### src/rtl/dual_port_ram_pkg.sv
// dual_port_ram_pkg: default geometry and word type shared by the RAM and its storage array
package dual_port_ram_pkg;
   localparam int DATA_WIDTH_DEF = 8;
   localparam int ADDR_WIDTH_DEF = 4;
   localparam int DEPTH_DEF      = 2 ** ADDR_WIDTH_DEF;
   typedef logic [DATA_WIDTH_DEF-1:0] word_t;
endpackage

### src/rtl/dual_port_ram_array.sv
// dual_port_ram_array: flop-based register file with synchronous clear,
// one write port and a combinational read mux
module dual_port_ram_array
   import dual_port_ram_pkg::*;
#(
   parameter int DATA_WIDTH = DATA_WIDTH_DEF,
   parameter int ADDR_WIDTH = ADDR_WIDTH_DEF,
   parameter int DEPTH      = DEPTH_DEF
) (
   input  logic                  clk_i,
   input  logic                  rst_i,
   input  logic                  we_i,
   input  logic [ADDR_WIDTH-1:0] wr_addr_i,
   input  logic [DATA_WIDTH-1:0] wr_data_i,
   input  logic [ADDR_WIDTH-1:0] rd_addr_i,
   output logic [DATA_WIDTH-1:0] rd_data_o
);
   logic [DATA_WIDTH-1:0] mem_q [DEPTH];
   always_ff @(posedge clk_i) begin
      if (rst_i) begin
         for (int i = 0; i < DEPTH; i++) mem_q[i] <= '0;
      end else if (we_i) begin
         mem_q[wr_addr_i] <= wr_data_i;
      end
   end
   // Read sees the pre-edge contents, which gives read-first behaviour on a same-address collision
   assign rd_data_o = mem_q[rd_addr_i];
endmodule

### src/rtl/dual_port_ram.sv
// dual_port_ram: single-clock RAM with independent write and read ports,
// registered read data and a synchronous clear of the whole array
module dual_port_ram
   import dual_port_ram_pkg::*;
#(
   parameter int DATA_WIDTH = DATA_WIDTH_DEF,
   parameter int ADDR_WIDTH = ADDR_WIDTH_DEF,
   parameter int DEPTH      = DEPTH_DEF
) (
   input  logic                  clock,
   input  logic                  reset,
   input  logic                  wr_enb,
   input  logic                  re_enb,
   input  logic [DATA_WIDTH-1:0] data_in,
   input  logic [ADDR_WIDTH-1:0] wr_addr,
   input  logic [ADDR_WIDTH-1:0] rd_addr,
   output logic [DATA_WIDTH-1:0] data_out
);
   logic [DATA_WIDTH-1:0] rd_data;
   logic [DATA_WIDTH-1:0] data_d, data_q;
   dual_port_ram_array #(
      .DATA_WIDTH(DATA_WIDTH),
      .ADDR_WIDTH(ADDR_WIDTH),
      .DEPTH     (DEPTH)
   ) u_array (
      .clk_i    (clock),
      .rst_i    (reset),
      .we_i     (wr_enb),
      .wr_addr_i(wr_addr),
      .wr_data_i(data_in),
      .rd_addr_i(rd_addr),
      .rd_data_o(rd_data)
   );
   always_comb data_d = re_enb ? rd_data : data_q;
   always_ff @(posedge clock) begin
      data_q <= reset ? '0 : data_d;
   end
   assign data_out = data_q;
endmodule

### config.mk
export PLATFORM = sky130hd
export DESIGN_NAME = dual_port_ram
export DESIGN_NICKNAME = d
export VERILOG_FILES = /design/src/rtl/dual_port_ram_pkg.sv /design/src/rtl/dual_port_ram_array.sv /design/src/rtl/dual_port_ram.sv
export SDC_FILE = /design/constraint.sdc
export NUM_CORES = 1
export LEC_CHECK = 0
export CORE_MARGIN = 1
export CORE_UTILIZATION = 54
export CTS_CLUSTER_DIAMETER = 200
export DETAILED_ROUTE_END_ITERATION = 8
export GPL_TIMING_DRIVEN = 0
export PLACE_DENSITY_LB_ADDON = 0.05
export SLEW_MARGIN = 5
export SYNTH_ARGS = -nofsm -noshare
export SYNTH_HDL_FRONTEND = slang
export SYNTH_SLANG_ARGS = --single-unit
### constraint.sdc
create_clock -name clock -period 1.5 [get_ports clock]
set_input_delay 0.3 -clock clock [delete_from_list [all_inputs] [get_ports clock]]
set_output_delay 0.3 -clock clock [all_outputs]
set_load 0.05 [all_outputs]
==> metrics.txt <==
status finished, final reports clean; Worst R2R Setup Slack 0.41 ns; Critical Path Source Type primary input; sequential share of the synthesized area 64.1%; vias in the first global route 3931; Syn. warnings 0; Syn Inst Count roughly 470; Final min period 1.45 ns; Inserted Diodes 0; internal power just over 7000 µW; worst r2r dst data_out[2]$_SDFFE_PP0P_; 1st-iter DRT viols ~280; CP max stage cell clkdlybuf4s50_1; RSZ-0062 raised after global routing false; Layout area overhead 21.3%; max frequency 692 MHz; Req. time, crit path 1.85 ns; first-pass GRT wire length roughly 23000 µm; via count 3959; Max Slew Vio Count 0; Leak 0.00285 µW; I/O pins 28; clk slew on worst S/H paths 0.06 ns; die footprint 12000 µm²; Avg WL per Cell 22.6 µm; number of iterations in the first detailed-routing pass 5; crit path max fanout 10; relative slew slack 59.5%; Min-Delay Path Class reg2reg; Post-DP HPWL 10100 µm; final setup margin 0.0546 ns; crit-path max cell delay 0.49 ns; CTS buffer count 17; Die W around 110 µm; Core Footprint 11100 µm²; antenna violations before repair 0; Clock power frac 44.0%; clk sink count 136; CP endpoint kind register; DRC 0; largest net degree at the start of global routing 17; switching share of power a little under a quarter; GP Congestion a little over 0.8; post-place setup slack -1.03 ns; Hold EP data_out[4]$_SDFFE_PP0P_; Period Utilization, post-route 96.4%; fin nets between 500 and 600; Max Cap Violations 0; Critical Path Source rd_addr[3]; Hold Path Depth 2; total track usage 27.7%; WL final 15200 µm; crit path DAT 1.80 ns; Skew-Pair Late Insertion Delay 0.41 ns; combinational power share between 8 and 9%; Hold Vio Cnt, Final 0; worst hold slack 0.464 ns; Distinct cells, synth 21; Setup CP Type in2reg; Post-CTS Hold Fix Bufs 0; Antenna Violating Nets Remaining 0; hold path start data_out[4]$_SDFFE_PP0P_; VDD IR max 0.697 mV; Initial Utilization between 50% and 60%; Synthesized Nets around 500; critical-path cell list clkdlybuf4s50_1 -> and2_4 -> buf_4 -> a22oi_1 -> nand3_2 -> nand3_1; Seq cells post-synth 136; H-tree level count 4; launching point of the worst reg2reg path u_array.mem_q[15][2]$_SDFFCE_PN0P_; Mapped Area 6250 µm²; post-detailed-route via-to-cell ratio 5.87; total chip power about 9400 µW; clk buf depth 2; layout cell share with drive strength beyond 1 between 10% and 20%; Syn Area/Cell 13.3 µm²; Pwr per Cell Area 1240 nW/µm²; R2R cell count 4; Net Sw Power 2150 µW; endpoints failing setup 0; setup TNS 0 ns; GRT overflow 0; number of placement rows 38; Seq pwr share 47.3%; port buffer count 26; Die Ht about 110 µm; Root Buffer clkbuf_16; Final Skew 0.00874 ns; Slew @ Worst Pin ~0.61 ns; CTS tree built
==> worst max-delay path: cells and delay by family <==
kind	cells	cell delay (ns)
AND/OR/NAND/NOR	3	0.55
buffers and inverters	2	0.67
AO/OA/AOI/OAI	1	0.27
==> stage by stage <==
| step | util, % | instances | cell area [µm²] |
|---|---|---|---|
| 2_1_floorplan | - | 471 | 6250 |
| 3_3_place_gp | 60.3 | 637 | 6680 |
| 3_5_place_dp | 60.3 | 637 | 6680 |
| 4_1_cts | 68.2 | 674 | 7550 |
| 5_1_grt | 68.4 | 674 | 7580 |
| 6_report | 68.4 | 674 | 7580 |
==> kinds of logic after synthesis <==
| kind of cell | Yosys count | synth area share, % |
|---|---|---|
| buffers and inverters | 24 | 1.94 |
| multiplexers | 64 | 10.3 |
| flip-flops | 136 | 64.1 |
| AO/OA/AOI/OAI | 32 | 3.52 |
| AND/OR/NAND/NOR | 215 | 20.2 |
==> how the worst max path moves through the flow <==
stage / endpoint / slack (ns) / depth (start not counted)
floorplan: u_array.mem_q[8][0]$_SDFFCE_PN0P_ / 0.01 / 3
global placement: u_array.mem_q[5][7]$_SDFFCE_PN0P_ / -1.04 / 4
detailed placement: u_array.mem_q[5][5]$_SDFFCE_PN0P_ / -1.03 / 4
CTS: data_out[3]$_SDFFE_PP0P_ / 0.006 / 6
global route: data_out[6]$_SDFFE_PP0P_ / 0.009 / 7
finish: data_out[3]$_SDFFE_PP0P_ / 0.05 / 6
==> power groups by stage <==
| stage | Sequential (µW) | Clock (µW) | Combinational [µW] |
|---|---|---|---|
| 4_1_cts | 4440 | 4120 | 801 |
| 6_report | 4440 | 4130 | 815 |
| 3_3_place_gp | 4510 | 0 | 734 |
| 5_1_grt | 4460 | 4290 | 864 |
| 3_5_place_dp | 4520 | 0 | 745 |
| 2_1_floorplan | 4570 | 0 | 376 |
==> layer usage <==
| metal | global-route usage [%] | part of all wire (%) | vias up |
|---|---|---|---|
| met5 | 0 | 0 | - |
| met1 | 36.7 | 42 | 1963 |
| met2 | 44.2 | 48 | 163 |
| met3 | 6.76 | 7.2 | 22 |
| met4 | 10.6 | 2.4 | 0 |
| li1 | - | - | 1811 |
==> registers in the layout, summed over array words and instances, names as in the netlist <==
| register | count |
|---|---|
| u_array.mem_q | 128 |
| data_out | 8 |
==> cell usage in the layout, fill, tap and decap left out, types with 2 or more instances in the layout <==
cell             instances
a21oi_1                  8
a22oi_1                 23
and2_1                 128
buf_4                   17
bufinv_16                3
clkbuf_1                 4
clkbuf_16               17
clkbuf_2                 4
clkbuf_4                 3
clkdlybuf4s15_2         10
clkdlybuf4s50_1         11
clkinv_1                 4
clkinv_2                 2
clkinvlp_4               6
dfxtp_1                  8
dlygate4sd2_1            4
edfxtp_1               128
mux2i_1                 64
nand2_1                 17
nand2b_2                 2
nand3_1                 23
nor2_4                  12
nor2b_1                  2
nor3_4                   4
nor3b_4                  2
or2_2                    2
or2_4                   14
==> what timing repair did <==
action | in CTS | in global routing
pin swaps | 9 | 1
setup buffers | 6 | 0
setup endpoints to repair | 229 | 52
resized for setup | 101 | 13
==> Yosys cell counts <==
library cell  number  area, µm²
and2_1           129        807
edfxtp_1         128       3840
mux2i_1           64        641
a22oi_1           24        180
nand3_1           24        120
nand2_1           18       67.6
or2_2             16        100
nor2_1            14       52.6
clkbuf_1          13       48.8
a21oi_1            8       40.0
dfxtp_1            8        160
buf_4              7       52.6
buf_2              4       20.0
nand2b_1           3       18.8
nor2b_1            2       12.5
nor3_1             2       10.0
nor3_2             2       20.0
nor3b_2            2       25.0
nand3b_1           1       7.51
nand4b_1           1       8.76
nand4bb_1          1       11.3
==> area by class of cell <==
type | instances | area [µm²]
multi-input cells | 311 | 2350
clock buffers | 17 | 425
repair buffers | 32 | 315
plain buffers | 23 | 154
fillers | 795 | 3500
flip-flops and latches | 136 | 4000
clock inverters | 15 | 160
well taps | 140 | 175
Note: power is estimated with default switching activity, not from simulation.
